--- src/rtl/inst_axi_bridge.sv ---
// Read-only bridge from the IF-stage SRAM-like fetch port to AXI4 AR/R channels.
// Single-ID, in-order, up to MAX_OUTSTANDING reads in flight.
module inst_axi_bridge #(
   parameter logic [3:0]  ARID_VAL        = 4'd0,
   parameter int unsigned MAX_OUTSTANDING = 2
) (
   input  logic        clk,
   input  logic        reset,
   // IF-stage fetch port
   input  logic        inst_sram_req,
   input  logic        inst_sram_wr,
   input  logic [1:0]  inst_sram_size,
   input  logic [31:0] inst_sram_addr,
   input  logic [3:0]  inst_sram_wstrb,
   input  logic [31:0] inst_sram_wdata,
   output logic        inst_sram_addr_ok,
   output logic        inst_sram_data_ok,
   output logic [31:0] inst_sram_rdata,
   // AXI AR channel
   output logic [3:0]  arid,
   output logic [31:0] araddr,
   output logic [7:0]  arlen,
   output logic [2:0]  arsize,
   output logic [1:0]  arburst,
   output logic [1:0]  arlock,
   output logic [3:0]  arcache,
   output logic [2:0]  arprot,
   output logic        arvalid,
   input  logic        arready,
   // AXI R channel
   input  logic [3:0]  rid,
   input  logic [31:0] rdata,
   input  logic [1:0]  rresp,
   input  logic        rlast,
   input  logic        rvalid,
   output logic        rready,
   output logic        bus_err
);

   localparam int unsigned CNT_W = 3;

   typedef enum logic {
      AR_IDLE = 1'b0,
      AR_BUSY = 1'b1
   } ar_state_e;

   ar_state_e          r_state;
   ar_state_e          w_state_nxt;
   logic [CNT_W-1:0]   r_cnt;
   logic [31:0]        r_araddr;
   logic [1:0]         r_arsize;
   logic               r_bus_err;

   logic               w_ar_free;
   logic               w_cnt_ok;
   logic               w_accept;
   logic               w_r_hs;
   logic               w_r_done;
   logic               w_unused;

   // Write-side inputs and rid carry no information for an in-order fetch path.
   assign w_unused = ^{inst_sram_wstrb, inst_sram_wdata, rid};

   assign w_ar_free = (r_state == AR_IDLE) | arready;
   assign w_cnt_ok  = (r_cnt < CNT_W'(MAX_OUTSTANDING));
   assign w_accept  = ~reset & inst_sram_req & ~inst_sram_wr & w_cnt_ok & w_ar_free;
   assign w_r_hs    = rvalid & rready;
   assign w_r_done  = w_r_hs & rlast;

   // AR next-state: a new accept refills the slot, an unrefilled handshake empties it
   always_comb begin
      w_state_nxt = r_state;
      case (r_state)
         AR_IDLE: if (w_accept)            w_state_nxt = AR_BUSY;
         AR_BUSY: if (arready && !w_accept) w_state_nxt = AR_IDLE;
         default:                          w_state_nxt = AR_IDLE;
      endcase
   end

   always_ff @(posedge clk or posedge reset) begin
      if (reset) begin
         r_state <= AR_IDLE;
      end else begin
         r_state <= w_state_nxt;
      end
   end

   // AR payload only moves on accept, so it is stable while arready is low
   always_ff @(posedge clk or posedge reset) begin
      if (reset) begin
         r_araddr <= 32'd0;
         r_arsize <= 2'd0;
      end else if (w_accept) begin
         r_araddr <= inst_sram_addr;
         r_arsize <= inst_sram_size;
      end
   end

   always_ff @(posedge clk or posedge reset) begin
      if (reset) begin
         r_cnt <= '0;
      end else if (w_accept && !w_r_done) begin
         r_cnt <= r_cnt + CNT_W'(1);
      end else if (!w_accept && w_r_done) begin
         r_cnt <= r_cnt - CNT_W'(1);
      end
   end

   always_ff @(posedge clk or posedge reset) begin
      if (reset) begin
         r_bus_err <= 1'b0;
      end else if (w_r_hs && (rresp != 2'b00)) begin
         r_bus_err <= 1'b1;
      end
   end

   assign inst_sram_addr_ok = w_accept;
   assign inst_sram_data_ok = w_r_hs;
   assign inst_sram_rdata   = rdata;

   assign arid    = ARID_VAL;
   assign araddr  = r_araddr;
   assign arlen   = 8'd0;
   assign arsize  = {1'b0, r_arsize};
   assign arburst = 2'b01;
   assign arlock  = 2'b00;
   assign arcache = 4'd0;
   assign arprot  = 3'd0;
   assign arvalid = (r_state == AR_BUSY);

   assign rready  = (r_cnt != '0);
   assign bus_err = r_bus_err;

endmodule

--- config.mk ---
export PLATFORM = sky130hd
export DESIGN_NAME = inst_axi_bridge
export DESIGN_NICKNAME = d
export VERILOG_FILES = /design/src/rtl/inst_axi_bridge.sv
export SDC_FILE = /design/constraint.sdc
export NUM_CORES = 1
export LEC_CHECK = 0
export ABC_CLOCK_PERIOD_IN_PS = 3900
export BUFFER_PORTS_ARGS = -buffer_cell sky130_fd_sc_hd__clkbuf_2
export CAP_MARGIN = 20
export CORE_AREA = 2 2 81 83
export CTS_CLUSTER_SIZE = 30
export DETAILED_ROUTE_END_ITERATION = 7
export DIE_AREA = 0 0 83 85
export PLACE_DENSITY = 0.77
export SYNTH_ARGS = -nofsm -noshare
export SYNTH_HDL_FRONTEND = slang
export SYNTH_SLANG_ARGS = --single-unit
export TNS_END_PERCENT = 50
--- constraint.sdc ---
create_clock -name clk -period 3.9 [get_ports clk]
set_input_delay 1.17 -clock clk [delete_from_list [all_inputs] [get_ports clk]]
set_output_delay 1.17 -clock clk [all_outputs]
set_load 0.005 [all_outputs]
## Word level (Yosys, flattened, before mapping)

Cells that the tools add are included.

| word-level totals | value |
|---|---|
| bits in registers | 39 |
| bits of input ports | 115 |

| cells by class | value |
|---|---|
| add/sub/neg operators | 2 |
| order comparisons | 1 |
| multiplexer cells | 5 |
| bitwise logic cells | 10 |
| reductions and logical operators | 9 |

Operators with widths:

| kind | count |
|---|---|
| $and A1 B1 Y1 | 6 |
| $mux W3 | 2 |
| $logic_and A1 B1 Y1 | 4 |
| $reduce_bool A2 Y1 | 2 |
| $add A3 B1 Y3 const B | 1 |
| $lt A3 B2 Y1 const B | 1 |
| $not A1 Y1 | 3 |
| $reduce_bool A3 Y1 | 1 |
| $sub A3 B1 Y3 const B | 1 |
| $logic_not A1 Y1 | 2 |
| $mux W1 | 2 |
| $pmux W1 S2 | 1 |
| $or A1 B1 Y1 | 1 |

## Logic depth before layout (Yosys ltp)

| depth | value |
|---|---|
| word-level depth | 9 |
| gate-level depth with buffers | 10 |

## Worst setup path before layout

No wires, ideal clock.

| timing path | value |
|---|---|
| path type | input -> output |
| start point | input reset |
| end point | output inst_sram_addr_ok |
| data arrival time | 1831 ps |
| required time | 2730 ps |
| slack | 899 ps |
| cell stages on the path | 4 |
| path buffers | 1 |
| cell sequence | nor2_1 -> nand4_4 -> buf_6 -> inv_1 |

| on the way | value |
|---|---|
| cells in the longest elaborated chain, start to end | 5 |

RTL lines:

| element | line | text |
|---|---|---|
| from (decl) | 8 | `input logic reset,` |
| $not A1 Y1 | 66 | `assign w_accept = ~reset & inst_sram_req & ~inst_sram_wr & w_cnt_ok & w_ar_free;` |
| $and A1 B1 Y1 (4 in a row) | 66 |  |
| to (decl) | 16 | `output logic inst_sram_addr_ok,` |

Every way passes these cells.

## Worst setup path after layout

Ends and elaborated chain as after synthesis.

==> results.md <==
* Pin count of the biggest net entering global routing at 35
* Period Utilization, post-route at 76.76%
* Rows at 29
* Iter 0 DRT Violations at 16
* Synth warn at 0
* # DRC at 0
* Gr ovfl total at 0
* Post-synth top area share at a little under half
* # resized after CTS at 0
* CTS buffer count at 5
* Critical path class: in -> out
* # setup viols final at 0
* Register area share after synthesis at between 40% and 50%
* Worst EP arrival at ~1.8 ns
* Antenna-violating nets left at 0
* Critical R2R Launch: r_cnt[1]
* Req. time, crit path at 2.73 ns
* Capture point of the worst reg-to-reg path: r_cnt[2]
* Max clock buf depth at 2
* Gpl congestion at around 0.7
* Layout cells sized above 1 at between 60 and 70%
* Max Transition Viols Final at 0
* Int Power at 1.106 mW
* Vias/cell at just over 4
* Routed WL per cell at 11.88 um
* Starting Density at 33.70%
* Die height at approximately 85 um
* Crit. End Element: primary output
* Crit-path max FO at 2
* Seq pwr share at roughly 46%
* Min Tclk post-route at 2.993 ns
* Critical Path Sink: inst_sram_addr_ok
* Die width at 83 um
* Setup TNS at 0 ns
* Slew HR at between 50% and 60%
* P per Cell Area at between 600 and 700 nW/um^2
* Vias in the first global route at around 1200
* Clock Latency Late Sink at 0.28 ns
* Critical path origin: reset
* Combinational share of power at a little under two fifths
* Net count reported at finish at between 300 and 400
* WHS Path Cells at 1
* Reg2reg path depth at 9
* # port buffers at 81
* Initial antenna violation count at 0
* Fmax at 334.1 MHz
* Hold Crit Class: reg -> reg
* Clock transition at the registers of the reported paths at about 0.08 ns
* Fillers at around 600
* Total track usage at 10.57%
* CTS sink cnt at 39
* P&R area growth vs syn at 10.83%
* DR pass1 iterations at 4
* Place WS at between 0.8 and 0.9 ns
* Mapped Cells at between 150 and 200
* Syn Std Cell Area at 2091 um^2
* Top Ports at 210
* Post-CTS setup buffer count at 0
* Clock root buffer master: clkbuf_8
* Synthesized area per cell at 13.49 um^2
* R2R setup slack at approximately 1.9 ns
* Count of cell types in the netlist at 20
* Least-Margin Pin Slew at between 0.6 and 0.7 ns
* Die ar. at 7055 um^2
* Switch Pwr at 447.8 uW
* # hold bufs at CTS at 0
* Outcome: finished, final reports clean
* Max-cap violation count at 0
* Area contributors post-synth: dfrtp_1 (47%), mux2_4 (21%), buf_4 (20%), mux2_2 (3.2%), buf_6 (1.6%)
* Post-Route Skew at between 0.006 and 0.007 ns
* CTS tree: yes
* Clock power share at about 17%
* Yosys top cell by area: dfrtp_1
* Final Worst Setup Slack at around 0.91 ns
* Post-DP HPWL at roughly 2.6 mm
* Leak at ~1.3 nW
* RSZ-0062 raised after global routing: no
* Htree depth at 2
* First-pass GRT wire length at 5.865 mm
* Total Wirelength at ~3.4 mm
* Core Footprint at between 6000 and 7000 um^2
* Peak supply drop at 278.0 uV
* Vias at 1179
* Final Hold Fails at 0
* Yosys reg bits at 39
* Switching part of the total at around 29%
* Worst setup SP type: input port
* ANT cells at 0
[kinds of logic (layout without fill, tap and decap cells)]
logic type	Yosys count	in the layout	share of synthesized area, %
buf+inv	62	94	22.26
flops	39	39	46.68
fa+ha+maj	2	2	1.556
xor+xnor	3	3	1.257
simple gates	10	10	3.172
mux	35	35	24.06
compound gates	2	2	0.6581
other cells	2	24	0.3592
[placed cells by master, fill, tap and decap left out]
cell type and instances:
ha_1 1, o31a_1 1, or3_1 1, inv_1 2, fa_1 1, clkinv_1 1, clkinv_2 1, nor2_2 1
xor2_1 2, clkbuf_1 2, nand3_1 1, xnor2_1 1, nand4_4 1, dfrtp_1 39, buf_4 2, conb_1 24
nand2_1 2, mux2_4 29, nor2_1 2, mux2_2 6, clkbuf_2 81, nand2b_1 2, clkbuf_8 5, o21ai_0 1
[sequential cells by signal (all words and copies together), names as in the netlist]
register and cells:
araddr 32, r_cnt 3, r_arsize 2, arvalid 1
bus_err 1
[power by group through the flow]
| stage | registers (mW) | clock network, mW | logic, mW |
|---|---|---|---|
| after global routing | 0.746 | 0.295 | 0.636 |
| final | 0.717 | 0.259 | 0.578 |
| after floorplan | 0.724 | 0 | 0.374 |
| after global placement | 0.710 | 0 | 0.574 |
| after CTS | 0.717 | 0.274 | 0.590 |
| after detailed placement | 0.719 | 0 | 0.590 |
[worst max-delay path: stages]
cell and delay (ns):
clkbuf_2 0.09, nor2_1 0.21, nand4_4 0.12, inv_1 0.11, clkbuf_2 0.12
[metal layers]
layer  vias to the layer above  global-route usage (%)  part of all wire [%]  routed length, um
met5                         -                       0                     0                  0
met4                         0                   3.130                  0.35                 12
met3                         4                   4.377                   9.6                325
met2                        73                   17.89                    49               1676
met1                       572                   12.34                    41               1382
li1                        530                       -                     -                  -
[cell usage after synthesis]
library cell / n
buf_4: 56
buf_6: 3
conb_1: 2
dfrtp_1: 39
fa_1: 1
ha_1: 1
inv_1: 3
mux2_2: 6
mux2_4: 29
nand2_1: 2
nand2b_1: 2
nand3_1: 1
nand4_4: 1
nor2_1: 2
nor2_2: 1
o21ai_0: 1
o31a_1: 1
or3_1: 1
xnor2_1: 1
xor2_1: 2
[worst min path at each step]
stage,from,to,slack (ns)
floorplan,bus_err,bus_err,0.46
global placement,bus_err,bus_err,0.46
detailed placement,bus_err,bus_err,0.45
CTS,bus_err,bus_err,0.48
global route,araddr[6],araddr[6],0.52
finish,bus_err,bus_err,0.47
[area by class of cell]
class,count,area [um^2],share of cell area [%]
Multi-Input combinational cell,76,732.0,31.59
Timing Repair Buffer,83,420.4,18.14
Tap cell,77,96.34,4.158
Inverter,3,11.26,0.4860
Clock inverter,1,5.005,0.2160
Clock buffer,7,76.32,3.294
Sequential cell,39,975.9,42.12
[through the flow]
| stage | utilization, % | hold slack, ns | instance area [um^2] | power, mW | instances |
|---|---|---|---|---|---|
| after detailed placement | 36.04 | 0.4528 | 2236 | 1.308 | 278 |
| after CTS | 37.35 | 0.4753 | 2317 | 1.581 | 286 |
| after global placement | 36.04 | 0.4555 | 2236 | 1.284 | 278 |
| after global routing | 37.35 | 0.5226 | 2317 | 1.677 | 286 |
| after floorplan | - | 0.4590 | 2173 | 1.098 | 177 |
| final | 37.35 | 0.4718 | 2317 | 1.553 | 286 |
Power figures use the tool's default switching activity.
